[src/rtl/foo_wr_arb.sv]
// foo_wr_arb: round-robin arbiter granting one requester at a time to drive the shared foo field for HOLD cycles
module foo_wr_arb #(
    parameter int NREQ = 4,
    parameter int DATA_W = 32,
    parameter int FOO_W = 8,
    parameter int HOLD = 2,
    localparam int OW = $clog2(NREQ)
) (
    input  logic                   clk,
    input  logic                   rst,
    input  logic [NREQ-1:0]        req,
    input  logic [NREQ*DATA_W-1:0] req_data,
    output logic [NREQ-1:0]        gnt,
    output logic [FOO_W-1:0]       foo,
    output logic                   foo_vld,
    output logic [OW-1:0]          owner,
    output logic                   busy
);
    localparam int CW = HOLD > 1 ? $clog2(HOLD) : 1;
    typedef enum logic {ST_IDLE, ST_HOLD} state_t;
    state_t state, state_n;
    logic [OW-1:0] ptr, ptr_n, win, owner_n;
    logic [CW-1:0] cnt, cnt_n;
    logic [NREQ-1:0] ereq, gnt_n;
    logic [DATA_W-1:0] word;
    logic [DATA_W+FOO_W-1:0] ext;
    logic [FOO_W-1:0] foo_n;
    logic ap, vld_n, busy_n;
    always_comb begin
        ereq = req & ~gnt;
        win = '0;
        // descending scan so the candidate closest to ptr is the last one written
        for (int k = NREQ - 1; k >= 0; k--)
            if (ereq[(int'(ptr) + k) % NREQ]) win = OW'((int'(ptr) + k) % NREQ);
        word = req_data[win*DATA_W +: DATA_W];
        ext = {{FOO_W{1'b0}}, word};
        ap = state == ST_IDLE || cnt == '0;
        state_n = state;
        gnt_n = '0;
        foo_n = foo;
        vld_n = foo_vld;
        owner_n = owner;
        busy_n = busy;
        ptr_n = ptr;
        cnt_n = cnt;
        if (ap && |ereq) begin
            state_n = ST_HOLD;
            gnt_n = NREQ'(1) << win;
            foo_n = ext[FOO_W-1:0];
            vld_n = 1'b1;
            owner_n = win;
            busy_n = 1'b1;
            ptr_n = win == OW'(NREQ - 1) ? '0 : win + 1'b1;
            cnt_n = CW'(HOLD - 1);
        end else if (ap) begin
            state_n = ST_IDLE;
            vld_n = 1'b0;
            busy_n = 1'b0;
        end else begin
            cnt_n = cnt - 1'b1;
        end
    end
    always_ff @(posedge clk) begin
        if (rst) begin
            state <= ST_IDLE;
            gnt <= '0;
            foo <= '0;
            foo_vld <= 1'b0;
            owner <= '0;
            busy <= 1'b0;
            ptr <= '0;
            cnt <= '0;
        end else begin
            state <= state_n;
            gnt <= gnt_n;
            foo <= foo_n;
            foo_vld <= vld_n;
            owner <= owner_n;
            busy <= busy_n;
            ptr <= ptr_n;
            cnt <= cnt_n;
        end
    end
endmodule

[config.mk]
export PLATFORM = sky130hd
export DESIGN_NAME = foo_wr_arb
export DESIGN_NICKNAME = d
export VERILOG_FILES = /design/src/rtl/foo_wr_arb.sv
export SDC_FILE = /design/constraint.sdc
export NUM_CORES = 1
export LEC_CHECK = 0
export ABC_AREA = 1
export CORE_ASPECT_RATIO = 0.6
export CORE_MARGIN = 2
export CORE_UTILIZATION = 29
export CTS_CLUSTER_SIZE = 16
export DETAILED_ROUTE_END_ITERATION = 8
export GPL_ROUTABILITY_DRIVEN = 0
export PLACE_DENSITY = 0.87
export SYNTH_ARGS = -nofsm -noshare
export SYNTH_HDL_FRONTEND = slang
export SYNTH_SLANG_ARGS = --single-unit
[constraint.sdc]
create_clock -name clk -period 4.6 [get_ports clk]
set_input_delay 0.92 -clock clk [delete_from_list [all_inputs] [get_ports clk]]
set_output_delay 0.92 -clock clk [all_outputs]
set_load 0.05 [all_outputs]
==> results of run 1 <==
per-stage QoR:
| step | total power [uW] | utilization, % |
|---|---|---|
| finish | 1320 | 44.6 |
| global route | 1440 | 44.6 |
| CTS | 1320 | 44.6 |
| detailed placement | 1210 | 43.6 |
| global placement | 1190 | 43.6 |
| floorplan | 1030 | - |
critical path, delay by kind of cell:
kind / cells / cell delay, ns
compound gates: 1 / 0.44
buf+inv: 3 / 0.69
simple gates: 7 / 0.92
per-layer routing:
layer | track usage, % | part of all wire [%] | routed length (um)
met4 | 2.27 | 0.17 | 6
met3 | 5.43 | 11 | 388
met5 | 0 | 0 | 0
met1 | 20.3 | 47 | 1640
met2 | 22.1 | 41 | 1440
worst paths after layout:
kind / startpoint / endpoint / depth (start not counted) / slack, ns
max: req[1] / foo[2] / 11 / 1.77
min: owner[1] / owner[1] / 2 / 0.46
max reg2reg: ptr[0] / foo[2] / 13 / 2.53
min reg2reg: owner[1] / owner[1] / 2 / 0.46
cell usage after synthesis, types with 4 or more instances:
master     n  share of area (%)
nand3_1   27                 11
nand2_2    4                2.0
nand2_1   51                 15
inv_1     25                7.5
nand3b_1   6                3.6
nand4_1    5                2.5
inv_2      4                1.2
nand3_2    6                4.8
nor2_1    28                8.4
dfxtp_1   18                 29
o21ai_0    9                3.6
registers in the layout (all words and copies together) (netlist names):
name   cells
gnt        4
foo        8
owner      2
cnt        1
ptr        2
state      1
cell type report:
class                      count  area [um2]  share of cell area (%)
inverter                      29         109                    5.93
clock buffer                   3        41.3                    2.25
timing repair buffer          53         531                    28.9
tap                           60        75.1                    4.09
sequential                    18         360                    19.6
multi-input combinational    145         721                    39.2
power by group:
part           leakage (uW)  switching, uW  internal, uW
clock network     0.0000216           48.9          58.1
registers          0.000149           36.8           212
logic              0.000679            659           305
total              0.000849            745           575
logic make-up after synthesis:
kind of cell / synth area share [%]
AO/OA/AOI/OAI: 5.20
buffers and inverters: 13.6
flip-flops: 28.8
AND/OR/NAND/NOR: 52.4
==> metrics.cfg, run 1 <==
[outcome]
status = complete, no violations

[global_routing]
grt_usage_pct = 14.7
overflow = 0
antenna_found_initial = 0
grt_pass1_wl_um = 5410
grt_max_degree = 18
grt_pass1_vias = 1229

[clock_tree]
holdBufCountCts = 0
cts_root_buffer = clkbuf_8
clk_path_buf_depth = 2
post_cts_buffers = 0
clkSlewWorstSetupHoldPaths_ns = 0.07
tritoncts = built
cts_made_buffers = 3
cts-resized-gates = 0
worstSkewPairLatency_ns = 0.25
cts.sinks = 18
htree_levels = 1

[timing]
whs_ns = 0.462
clock_skew_ns = 0.00453
slew_headroom_pct = 65.1
finalWorstSetupSlack_ns = 1.77
period_share_pct = 61.4
fmax_mhz = 354
tns_ns = 0
hold_viol = 0
rsz0062_at_grt = no
worstMarginPinSlew_ns = 0.518
setup_viol = 0
post-route-min-period_ns = 2.83
slew_violations = 0

[layout]
fillers = 412
final_cells = 308
post-route-cell-area_mm2 = 0.00184
layout_commonest_cell = clkdlybuf4s50_1
synthToLayoutAreaGrowth_pct = 46.8
final_cell_mix = clkdlybuf4s50_1 (53), nand2_1 (51), nor2_1 (28)
final_nets = 384
drive_gt1_share_pct = 8.87
antennaDiodeCount = 0

[synthesis]
synthCells = 199
synth_edf_count = 0
synth_seq_area_share_pct = 28.8
netlist-cell-type-count = 24
yosysWarningCount = 0
synth_flop_cell = dfxtp_1
async_reset_ff_share_pct = 0
syn-num-nets = 333
synth-seq-cells = 18
postSynthAreaPerCell_um2 = 6.29
synth_area_mm2 = 0.00125

[power]
ir_drop_mv = 0.275
leakage_uw = 0.000849
p_per_area_mw_per_mm2 = 718

[floorplan]
die_h_um = 54.9
rows = 18
die_x_um = 88.8
initial_core_util_pct = 30.4
boundaryPins = 150
core_area_mm2 = 0.00412
die_area_mm2 = 0.00487

[min_path]
hold_class = reg -> reg

[setup_path]
critPathArrivalTime_ns = 2.97
critPathMaxStageDelay_ns = 0.47
end_kind = flop
crit_type = in -> reg
crit_path_max_fanout = 17
crit_path_cell_trace = clkdlybuf4s50_1, inv_1, nor2_1, o21ai_0, nand3_4, nand2_4, inv_2, nor2_1, nor2_1, nor2_1, nor2_1
required_ns = 4.75
slowest_stage = clkdlybuf4s50_1
crit_top_cell = nor2_1
start_kind = input pin

[routing]
viasPerCell = 4.63
drt-total-wl_um = 3470
wire_per_inst_um = 11.3
ant_nets = 0
drc = 0
drt_pass1_iterations = 4
drt_iter0_markers = 62
num_vias = 1426

[placed_design]
post-place-cells = 305
dpl.hpwl_um = 2760
io_buffers = 53
place_area_mm2 = 0.00180
place_ws_ns = 1.57

[run]
drv_cap = 0

(Power assumes the default switching activity.)
==> run 2: changes to the inputs <==
--- a/config.mk
+++ b/config.mk
@@ -8,11 +8,11 @@
 export ABC_AREA = 1
 export CORE_ASPECT_RATIO = 0.6
 export CORE_MARGIN = 2
-export CORE_UTILIZATION = 29
+export CORE_UTILIZATION = 27
 export CTS_CLUSTER_SIZE = 16
 export DETAILED_ROUTE_END_ITERATION = 8
 export GPL_ROUTABILITY_DRIVEN = 0
-export PLACE_DENSITY = 0.87
+export PLACE_DENSITY = 0.82
 export SYNTH_ARGS = -nofsm -noshare
 export SYNTH_HDL_FRONTEND = slang
 export SYNTH_SLANG_ARGS = --single-unit
==> constraint.sdc (replaced) <==
create_clock -name clk -period 2.7 [get_ports clk]
set_input_delay 0.54 -clock clk [delete_from_list [all_inputs] [get_ports clk]]
set_output_delay 0.54 -clock clk [all_outputs]
set_load 0.05 [all_outputs]
==> metrics.cfg, run 2 (synthesis results as in run 1) <==
[setup_path]
rr_worst_depth = 14
slowest_stage = clkdlybuf4s50_1
r2r_start = ptr[0]
crit_top_cell = nor2_1
critPathMaxStageDelay_ns = 0.52
crit_path_cell_trace = clkdlybuf4s50_1, nand3_1, nand2_1, nand2_1, nand2_1, inv_2, nand2_2, nand2_4, nand2_4, inv_2, nor2_1, nor2_1, nor2_1, nor2_1
required_ns = 2.85
end_kind = flop
cpLargestDelayFamily = simple AND/OR/NAND/NOR gates
crit_buf_inv = 3
crit_type = in -> reg
rrSetupSlack_ns = 0.64
critPathArrivalTime_ns = 2.44
reg2reg_to = foo[4]
startpoint = req[1]
start_kind = input pin
crit_path_max_fanout = 17

[clock_tree]
cts_root_buffer = clkbuf_8
cts.sinks = 18
tritoncts = built
post_cts_buffers = 0
cts-resized-gates = 0
cts_made_buffers = 3
holdBufCountCts = 0
clk_path_buf_depth = 2
clkSlewWorstSetupHoldPaths_ns = 0.07
worstSkewPairLatency_ns = 0.25
htree_levels = 1

[floorplan]
die_x_um = 91.9
die_h_um = 56.7
rows = 19
core_area_mm2 = 0.00452
die_area_mm2 = 0.00521
boundaryPins = 150
initial_core_util_pct = 27.7

[power]
p_per_area_mw_per_mm2 = 1240
leakage_uw = 0.000865
finalPower_uw = 2310
ir_drop_mv = 0.518

[timing]
tns_ns = 0
hold_viol = 0
fmax_mhz = 437
setup_viol = 0
slew_headroom_pct = 65.7
slew_violations = 0
post-route-min-period_ns = 2.29
worstMarginPinSlew_ns = 0.513
rsz0062_at_grt = no
period_share_pct = 84.8
clock_skew_ns = 0.00155

[placed_design]
io_buffers = 53
dpl.hpwl_um = 2740

[min_path]
min_from = foo[1]
hold_path_depth = 2
holdPathEnd = foo[1]
hold_class = reg -> reg

[routing]
drc = 0
drt_iter0_markers = 72
drt_pass1_iterations = 4
wire_per_inst_um = 11.3
drt-total-wl_um = 3560
ant_nets = 0
num_vias = 1406
viasPerCell = 4.48

[layout]
synthToLayoutAreaGrowth_pct = 49.4
final_nets = 386
largest_register_ffs = 8
regMostFlops = foo
seqCellArea_um2 = 360
antennaDiodeCount = 0
final_cell_mix = clkdlybuf4s50_1 (53), nand2_1 (51), nor2_1 (28)
top_regs = foo: 8 flops, gnt: 4 flops
layout_commonest_cell = clkdlybuf4s50_1
fillers = 468
multi_input_area_um2 = 721
drive_gt1_share_pct = 9.96

[global_routing]
overflow = 0
grt_pass1_wl_um = 6030
antenna_found_initial = 0
grt_usage_pct = 14.5
grt_max_degree = 18
grt_pass1_vias = 1364

[outcome]
status = complete, no violations

[run]
drv_cap = 0

==> run 2: layout make-up <==
type	instances	share of cell area, %
Multi-Input combinational cell	145	38.6
Timing Repair Buffer	55	29.2
Sequential cell	18	19.3
Inverter	29	5.82
Tap cell	63	4.22
Clock buffer	4	2.95
==> run 2: worst max-delay path by stage <==
stage	cells after the start	slack [ns]	endpoint
after floorplan	14	0.85	foo[7]
after global placement	14	0.24	foo[4]
after detailed placement	14	0.17	foo[4]
after CTS	14	0.45	foo[4]
after global routing	14	0.22	foo[4]
final	14	0.41	foo[4]
==> run 2: power by group <==
group	leakage (uW)	switching [uW]	internal, uW
Combinational	0.000688	1120	547
Clock	0.0000288	88.0	130
Sequential	0.000149	62.4	361
==> run 2: per-stage QoR <==
stage / util, % / instance area [um2] / setup WS, ns / hold slack, ns / std cells
floorplan: - / 1250 / 0.854 / 0.464 / 199
global placement: 40.2 / 1810 / 0.236 / 0.440 / 310
detailed placement: 40.2 / 1810 / 0.172 / 0.448 / 310
CTS: 41.4 / 1870 / 0.447 / 0.461 / 314
global route: 41.4 / 1870 / 0.222 / 0.495 / 314
finish: 41.4 / 1870 / 0.412 / 0.463 / 314
==> run 2: tightest hold or removal path, delay by kind of cell (launching register included) <==
family / cells / cell delay (ns)
DFF: 1 / 0.31
and+or+nand+nor: 2 / 0.11
==> run 2: layer usage <==
metal | vias up | wire length [um] | track usage, %
met5 | - | 0 | 0
met4 | 0 | 27 | 2.99
met3 | 4 | 255 | 4.56
met2 | 45 | 1500 | 23.1
met1 | 621 | 1770 | 19.4
li1 | 736 | - | -
